### src/rtl/seven_seg_pkg.sv
// Shared 7-segment definitions: segment patterns, the blank code and the code-to-pattern mapping.
// Patterns are {g,f,e,d,c,b,a}, active-high.
package seven_seg_pkg;

  localparam logic [6:0] SEG_0     = 7'h3F;
  localparam logic [6:0] SEG_1     = 7'h06;
  localparam logic [6:0] SEG_2     = 7'h5B;
  localparam logic [6:0] SEG_3     = 7'h4F;
  localparam logic [6:0] SEG_4     = 7'h66;
  localparam logic [6:0] SEG_5     = 7'h6D;
  localparam logic [6:0] SEG_6     = 7'h7D;
  localparam logic [6:0] SEG_7     = 7'h07;
  localparam logic [6:0] SEG_8     = 7'h7F;
  localparam logic [6:0] SEG_9     = 7'h6F;
  localparam logic [6:0] SEG_DASH  = 7'h40;
  localparam logic [6:0] SEG_BLANK = 7'h00;

  localparam logic [3:0] CODE_BLANK = 4'hF;

  // Codes 10..14 have no digit meaning and show a dash so bad data is visible.
  function automatic logic [6:0] bcd_to_seg(input logic [3:0] code);
    logic [6:0] pattern;
    case (code)
      4'd0:       pattern = SEG_0;
      4'd1:       pattern = SEG_1;
      4'd2:       pattern = SEG_2;
      4'd3:       pattern = SEG_3;
      4'd4:       pattern = SEG_4;
      4'd5:       pattern = SEG_5;
      4'd6:       pattern = SEG_6;
      4'd7:       pattern = SEG_7;
      4'd8:       pattern = SEG_8;
      4'd9:       pattern = SEG_9;
      CODE_BLANK: pattern = SEG_BLANK;
      default:    pattern = SEG_DASH;
    endcase
    return pattern;
  endfunction

endpackage

### src/rtl/seven_seg_decoder.sv
// Purely combinational code-to-segment decoder with a force-blank input,
// shared by the display blocks.
module seven_seg_decoder
  import seven_seg_pkg::*;
(
  input  logic [3:0] code_i,
  input  logic       blank_i,
  output logic [6:0] seg_o
);

  assign seg_o = blank_i ? SEG_BLANK : bcd_to_seg(code_i);

endmodule

### src/rtl/seven_seg_mux_n.sv
// N-digit time-multiplexed 7-segment driver with PWM dimming and frame-synchronous value updates.
// Optional leading-zero blanking is enabled by defining SEVEN_SEG_LEADING_ZERO_BLANK_EN.
module seven_seg_mux_n
  import seven_seg_pkg::*;
#(
  parameter int NUM_DIGITS  = 4,
  parameter int REFRESH_DIV = 50000,
  parameter int BRIGHT_W    = 4
) (
  input  logic                    clk,
  input  logic                    rst,
  input  logic [4*NUM_DIGITS-1:0] digits_bcd,
  input  logic [NUM_DIGITS-1:0]   dp_in,
  input  logic                    load,
  input  logic [BRIGHT_W-1:0]     brightness,
  output logic [6:0]              seg,
  output logic                    dp,
  output logic [NUM_DIGITS-1:0]   digit_enable,
  output logic                    frame_done
);

  localparam int SLOT_W = $clog2(REFRESH_DIV);
  localparam int IDX_W  = (NUM_DIGITS > 1) ? $clog2(NUM_DIGITS) : 1;
  localparam logic [SLOT_W-1:0] SLOT_LAST  = SLOT_W'(REFRESH_DIV - 1);
  localparam logic [SLOT_W-1:0] SLOT_FIRST_LIT = SLOT_W'(2);
  localparam logic [IDX_W-1:0]  IDX_LAST   = IDX_W'(NUM_DIGITS - 1);

  logic [SLOT_W-1:0]       slot_cnt_q, slot_cnt_d;
  logic [IDX_W-1:0]        idx_q, idx_d;
  logic [BRIGHT_W-1:0]     pwm_q, pwm_d;
  logic [4*NUM_DIGITS-1:0] pend_dig_q, pend_dig_d;
  logic [NUM_DIGITS-1:0]   pend_dp_q, pend_dp_d;
  logic                    pend_valid_q, pend_valid_d;
  logic [4*NUM_DIGITS-1:0] act_dig_q, act_dig_d;
  logic [NUM_DIGITS-1:0]   act_dp_q, act_dp_d;
  logic [6:0]              seg_q, seg_d;
  logic                    dp_q, dp_d;
  logic                    frame_done_q, frame_done_d;

  logic                    slot_wrap;
  logic                    frame_wrap;
  logic [NUM_DIGITS-1:0]   idx_onehot;
  logic [NUM_DIGITS-1:0]   lz_blank;
  logic [3:0]              cur_code;
  logic                    cur_blank;
  logic [6:0]              dec_seg;
  logic                    pwm_on;

  assign slot_wrap  = (slot_cnt_q == SLOT_LAST);
  assign frame_wrap = slot_wrap && (idx_q == IDX_LAST);

  // Select the active digit's code and one-hot position from the current index.
  always_comb begin
    idx_onehot = '0;
    cur_code   = CODE_BLANK;
    for (int i = 0; i < NUM_DIGITS; i++) begin
      if (idx_q == IDX_W'(i)) begin
        idx_onehot[i] = 1'b1;
        cur_code      = act_dig_q[4*i +: 4];
      end
    end
  end

`ifdef SEVEN_SEG_LEADING_ZERO_BLANK_EN
  logic lz_run;

  // A digit is blanked when it and every more significant digit hold zero; digit 0 always shows.
  always_comb begin
    lz_blank = '0;
    lz_run   = 1'b1;
    for (int i = NUM_DIGITS - 1; i >= 1; i--) begin
      lz_run      = lz_run & (act_dig_q[4*i +: 4] == 4'h0);
      lz_blank[i] = lz_run;
    end
  end
`else
  assign lz_blank = '0;
`endif

  assign cur_blank = |(lz_blank & idx_onehot);

  seven_seg_decoder u_decoder (
    .code_i  (cur_code),
    .blank_i (cur_blank),
    .seg_o   (dec_seg)
  );

  // All-ones brightness must be fully on, which a plain compare cannot reach.
  assign pwm_on = (brightness == '1) || (pwm_q < brightness);

  // Slots 0 and 1 stay dark so the segment register settles before the anode turns on.
  assign digit_enable = ((slot_cnt_q >= SLOT_FIRST_LIT) && pwm_on) ? idx_onehot : '0;

  always_comb begin
    slot_cnt_d   = slot_wrap ? '0 : slot_cnt_q + SLOT_W'(1);
    idx_d        = idx_q;
    pwm_d        = pwm_q + BRIGHT_W'(1);
    pend_dig_d   = pend_dig_q;
    pend_dp_d    = pend_dp_q;
    pend_valid_d = pend_valid_q;
    act_dig_d    = act_dig_q;
    act_dp_d     = act_dp_q;
    seg_d        = dec_seg;
    dp_d         = |(act_dp_q & idx_onehot);
    frame_done_d = frame_wrap;

    if (slot_wrap) begin
      idx_d = frame_wrap ? '0 : idx_q + IDX_W'(1);
    end

    if (frame_wrap && pend_valid_q) begin
      act_dig_d    = pend_dig_q;
      act_dp_d     = pend_dp_q;
      pend_valid_d = 1'b0;
    end

    // A load on the boundary cycle lands in pending and waits for the following frame.
    if (load) begin
      pend_dig_d   = digits_bcd;
      pend_dp_d    = dp_in;
      pend_valid_d = 1'b1;
    end
  end

  always_ff @(posedge clk) begin
    if (rst) begin
      slot_cnt_q   <= '0;
      idx_q        <= '0;
      pwm_q        <= '0;
      pend_dig_q   <= '0;
      pend_dp_q    <= '0;
      pend_valid_q <= 1'b0;
      act_dig_q    <= '0;
      act_dp_q     <= '0;
      seg_q        <= '0;
      dp_q         <= 1'b0;
      frame_done_q <= 1'b0;
    end else begin
      slot_cnt_q   <= slot_cnt_d;
      idx_q        <= idx_d;
      pwm_q        <= pwm_d;
      pend_dig_q   <= pend_dig_d;
      pend_dp_q    <= pend_dp_d;
      pend_valid_q <= pend_valid_d;
      act_dig_q    <= act_dig_d;
      act_dp_q     <= act_dp_d;
      seg_q        <= seg_d;
      dp_q         <= dp_d;
      frame_done_q <= frame_done_d;
    end
  end

  assign seg        = seg_q;
  assign dp         = dp_q;
  assign frame_done = frame_done_q;

endmodule

### config.mk
export PLATFORM = sky130hd
export DESIGN_NAME = seven_seg_mux_n
export DESIGN_NICKNAME = d
export VERILOG_FILES = /design/src/rtl/seven_seg_pkg.sv /design/src/rtl/seven_seg_decoder.sv /design/src/rtl/seven_seg_mux_n.sv
export SDC_FILE = /design/constraint.sdc
export NUM_CORES = 1
export LEC_CHECK = 0
export BUFFER_PORTS_ARGS = -buffer_cell sky130_fd_sc_hd__buf_4
export CAP_MARGIN = 10
export CORE_UTILIZATION = 60
export CTS_BUF_LIST = sky130_fd_sc_hd__clkbuf_8
export CTS_CLUSTER_DIAMETER = 200
export DETAILED_ROUTE_END_ITERATION = 7
export GPL_ROUTABILITY_DRIVEN = 0
export PLACE_DENSITY = 0.86
export SLEW_MARGIN = 15
export SYNTH_ARGS = -nofsm -noshare
export SYNTH_HDL_FRONTEND = slang
export SYNTH_SLANG_ARGS = --single-unit
### constraint.sdc
create_clock -name clk -period 2.25 [get_ports clk]
set_input_delay 0.45 -clock clk [delete_from_list [all_inputs] [get_ports clk]]
set_output_delay 0.45 -clock clk [all_outputs]
set_load 0.005 [all_outputs]
==> impl_table.tex <==
\begin{tabular}{lr}
\hline
Metric & Value \\
\hline
\multicolumn{2}{l}{\textbf{Logic synthesis}} \\
Share of synthesized area occupied by flip-flops and latches & 44.7\% \\
Library cell with the largest summed area after synthesis & sky130\_fd\_sc\_hd\_\_dfxtp\_1 \\
Number of warnings issued by yosys & 0 \\
Area share of xor/xnor cells in the synthesized design & 4.35\% \\
Combinational family with the most area after synthesis & simple AND/OR/NAND/NOR gates \\
Commonest cells in the synthesized netlist & sky130\_fd\_sc\_hd\_\_dfxtp\_1 (72), sky130\_fd\_sc\_hd\_\_nand2\_1 (51), sky130\_fd\_sc\_hd\_\_nor2\_1 (46) \\
Summed instance area of the synthesized netlist & 3220 sq um \\
Area share of fa/ha/maj cells after synthesis & 6.21\% \\
Main area contributors after synthesis & sky130\_fd\_sc\_hd\_\_dfxtp\_1 (45\%), sky130\_fd\_sc\_hd\_\_mux2i\_1 (6.8\%), sky130\_fd\_sc\_hd\_\_ha\_1 (6.2\%), sky130\_fd\_sc\_hd\_\_nand2\_1 (5.9\%), sky130\_fd\_sc\_hd\_\_a21oi\_2 (5.4\%) \\
Yosys cell types & 45 \\
Top-area cell type share of the netlist area & 44.7\% \\
Syn\_area\_per\_cell & 9.19 sq um \\
Fraction of the mapped netlist area in compound gates & 11.5\% \\
Post-synthesis net count & 394 \\
Multiplexer share of the synthesized area & 7.18\% \\
Top flip-flop cell by instance count after synthesis & sky130\_fd\_sc\_hd\_\_dfxtp\_1 \\
Leading cell type by number of instances after synthesis & sky130\_fd\_sc\_hd\_\_dfxtp\_1 \\
Number of flops mapped to enable cells by yosys & 0 \\
Number of cells produced by synthesis & 351 \\
Synth async-reset ratio & 0\% \\
Register bit total from synthesis & 72 \\
Simple logic cell fraction of the synthesized area & 21.0\% \\
\multicolumn{2}{l}{\textbf{STA}} \\
Shortest period the worst path allows & 2440 ps \\
Part of the cycle the worst path needs & 108\% \\
Max-slew violation count & 0 \\
Worst Hold Margin & 333 ps \\
Unrepaired setup endpoints after global routing & true \\
Max\_slew headroom & 69.2\% \\
Worst-case setup margin in the final layout & -188 ps \\
Sum Neg Setup Slack & -705 ps \\
Clock tree skew after final layout & 7.67 ps \\
Slew of the pin with the lowest slew margin & 460 ps \\
Max Freq & 410 MHz \\
Final hold violation count & 0 \\
Final Setup Violations & 4 \\
\multicolumn{2}{l}{\textbf{Cells and area}} \\
Sequential standard cell area & 1450 sq um \\
Final core utilization & 75.3\% \\
Fin area & 3870 sq um \\
Area of combinational cells with multiple inputs & 1660 sq um \\
Synthesis-to-layout area growth & 20.0\% \\
Layout cells sized above 1 & 28.0\% \\
Fill cell instance count of the final layout & 387 \\
Final Net Count & 448 \\
\# diodes & 0 \\
\multicolumn{2}{l}{\textbf{Worst setup path}} \\
Critical path required time & 1800 ps \\
Critical Setup Path Class & flip-flop to output port \\
Crit end category & output port \\
Startpoint kind of the worst setup timing path & flip-flop \\
Maximum fanout along the worst path & 4 \\
Crit path cell chain & or4\_4 -> nor4\_4 -> nand4\_1 -> o21a\_1 -> and2\_1 -> buf\_4 \\
Stage delay of the slowest cell on the critical path & 540 ps \\
Arrival time at the worst endpoint & 1990 ps \\
Slowest stage cell, crit path & sky130\_fd\_sc\_hd\_\_or4\_4 \\
\multicolumn{2}{l}{\textbf{Global routing}} \\
Number of global-route vias before repair & 2475 \\
Total congestion overflow after global routing & 0 \\
Pin count of the biggest net entering global routing & 37 \\
Wire length of the first global-routing pass & 11200 microns \\
Tot GR Track Use & 26.4\% \\
Number of antenna violations at the first check in global routing & 0 \\
\multicolumn{2}{l}{\textbf{Power and ir drop}} \\
Sum of internal, switching and leakage power & 0.00248 W \\
Power density over cell area & 641 nW/um\^{}2 \\
Worst voltage drop across the vdd grid & 0.558 mV \\
Leakage & 1.58 nW \\
\multicolumn{2}{l}{\textbf{Hold path}} \\
Path class of the lowest-slack min-delay path & input pin to flip-flop \\
\multicolumn{2}{l}{\textbf{Routing}} \\
Final antenna-violating net count & 0 \\
Pre-Repair DR Iteration Count & 4 \\
Drt wl/cell & 14.9 microns \\
Final routed DRC violation total & 0 \\
Routed WL & 7170 microns \\
Via density per instance & 5.59 \\
Number of DRC markers after the initial detailed-route iteration & 135 \\
Via count & 2683 \\
\multicolumn{2}{l}{\textbf{Clock tree}} \\
Worst-path clk slew & 80 ps \\
Number of H-tree levels & 3 \\
Maximum number of buffers from clock root to sink & 2 \\
Clock tree from TritonCTS & built \\
Inserted Clock Buffers & 9 \\
Root buffer cell & sky130\_fd\_sc\_hd\_\_clkbuf\_8 \\
Post-CTS Hold Fix Bufs & 0 \\
Insertion delay to the later sink of the worst-skew pair & 350 ps \\
Num Clock Sinks & 72 \\
\multicolumn{2}{l}{\textbf{Floorplan}} \\
Core region area & 5140 sq um \\
Boundary pin count & 40 \\
Starting density of the core & 62.7\% \\
Die outline height & 75.3 microns \\
Width of the die & 75.3 microns \\
Die ar. & 5670 sq um \\
Cell row count & 26 \\
\multicolumn{2}{l}{\textbf{Outcome}} \\
Violations in the final reports & setup timing \\
Result of the run & finished with violations \\
\multicolumn{2}{l}{\textbf{Flow run}} \\
Max Cap Violations & 0 \\
\multicolumn{2}{l}{\textbf{Place}} \\
Placement-stage cell area & 3570 sq um \\
Total half-perimeter wirelength after legalization and detailed placement & 4650 microns \\
Port Buffers & 39 \\
\hline
\end{tabular}
==> area by class of cell <==
type,count,share of cell area [%]
tap,70,2.26
clock buffer,9,3.20
inverter,18,1.75
timing repair buffer,56,10.8
sequential,72,37.4
clock inverter,7,1.65
multi-input combinational,248,42.9
==> cell families after synthesis <==
logic type | Yosys count
and+or+nand+nor | 144
buffers and inverters | 33
muxes | 23
adders and majority gates | 16
DFF | 72
AOI/OAI and AO/OA | 47
xor gates and xnor gates | 16
==> report_power, final <==
| part | switching, W | leakage [nW] | total [W] | internal, W |
|---|---|---|---|---|
| Clock | 0.000477 | 0.0962 | 0.000979 | 0.000501 |
| Sequential | 0.0000253 | 0.590 | 0.00134 | 0.00131 |
| Combinational | 0.0000780 | 0.890 | 0.000167 | 0.0000888 |
==> flip-flops by register name (all words and copies together) (netlist names) <==
register      cells
pend_dp_q         4
seg               7
slot_cnt_q       16
pwm_q             4
act_dig_q        16
idx_q             2
act_dp_q          4
dp                1
frame_done        1
pend_dig_q       16
pend_valid_q      1
==> critical path, delay by kind of cell, from the launching register on <==
kind / cells / cell delay, ps
buf+inv: 1 / 130
flops: 1 / 320
simple gates: 4 / 1010
compound gates: 1 / 170
==> metal layers <==
layer	global-route usage, %	vias up	share of wire [%]
met5	0	-	0
met4	12.1	0	1.2
met3	8.73	8	4.8
met2	45.4	81	53
met1	29.8	1290	41
li1	-	1304	-
==> through the flow <==
stage	instances	setup WS, ps
after floorplan	351	217
after CTS	476	-194
after global placement	454	129
final	480	-188
after global routing	480	-263
after detailed placement	454	35.0
==> layout by cell type (no fill, tap or decap), types with 3 or more instances in the layout <==
cell and count:
sky130_fd_sc_hd__a21oi_1 5, sky130_fd_sc_hd__a21oi_2 21, sky130_fd_sc_hd__and2_1 5, sky130_fd_sc_hd__and4_2 3
sky130_fd_sc_hd__buf_4 53, sky130_fd_sc_hd__clkbuf_8 9, sky130_fd_sc_hd__clkinv_2 3, sky130_fd_sc_hd__dfxtp_1 68
sky130_fd_sc_hd__dfxtp_2 4, sky130_fd_sc_hd__ha_1 15, sky130_fd_sc_hd__inv_1 18, sky130_fd_sc_hd__mux2i_1 22
sky130_fd_sc_hd__nand2_1 49, sky130_fd_sc_hd__nand2_2 5, sky130_fd_sc_hd__nand2b_1 3, sky130_fd_sc_hd__nand3_1 10
sky130_fd_sc_hd__nand4_1 6, sky130_fd_sc_hd__nor2_1 45, sky130_fd_sc_hd__nor3_1 5, sky130_fd_sc_hd__o211ai_1 3
sky130_fd_sc_hd__o221ai_1 3, sky130_fd_sc_hd__o32ai_1 4, sky130_fd_sc_hd__xnor2_1 9, sky130_fd_sc_hd__xor2_1 7
==> path summary, 6_finish.rpt <==
check             slack [ps]                    endpoint                      start  depth (start not counted)
setup reg to reg         110  act_dig_q[15]$_SDFFE_PP0P_  slot_cnt_q[12]$_SDFF_PP0_                          9
setup / recovery        -190             digit_enable[1]  slot_cnt_q[12]$_SDFF_PP0_                          6
hold reg to reg          450    slot_cnt_q[0]$_SDFF_PP0_   slot_cnt_q[0]$_SDFF_PP0_                          1
hold / removal           330  pend_dig_q[1]$_SDFFE_PP0P_              digits_bcd[1]                          3
==> repair_timing <==
| item | CTS | global route |
|---|---|---|
| resized for setup | 3 | 11 |
| endpoints found under the setup margin | 4 | 45 |
| gates cloned | 0 | 4 |
| setup buffers | 6 | 4 |
| endpoints found under the hold margin | 0 | 0 |
| pin swaps | 2 | 3 |
(Power assumes the default switching activity.)
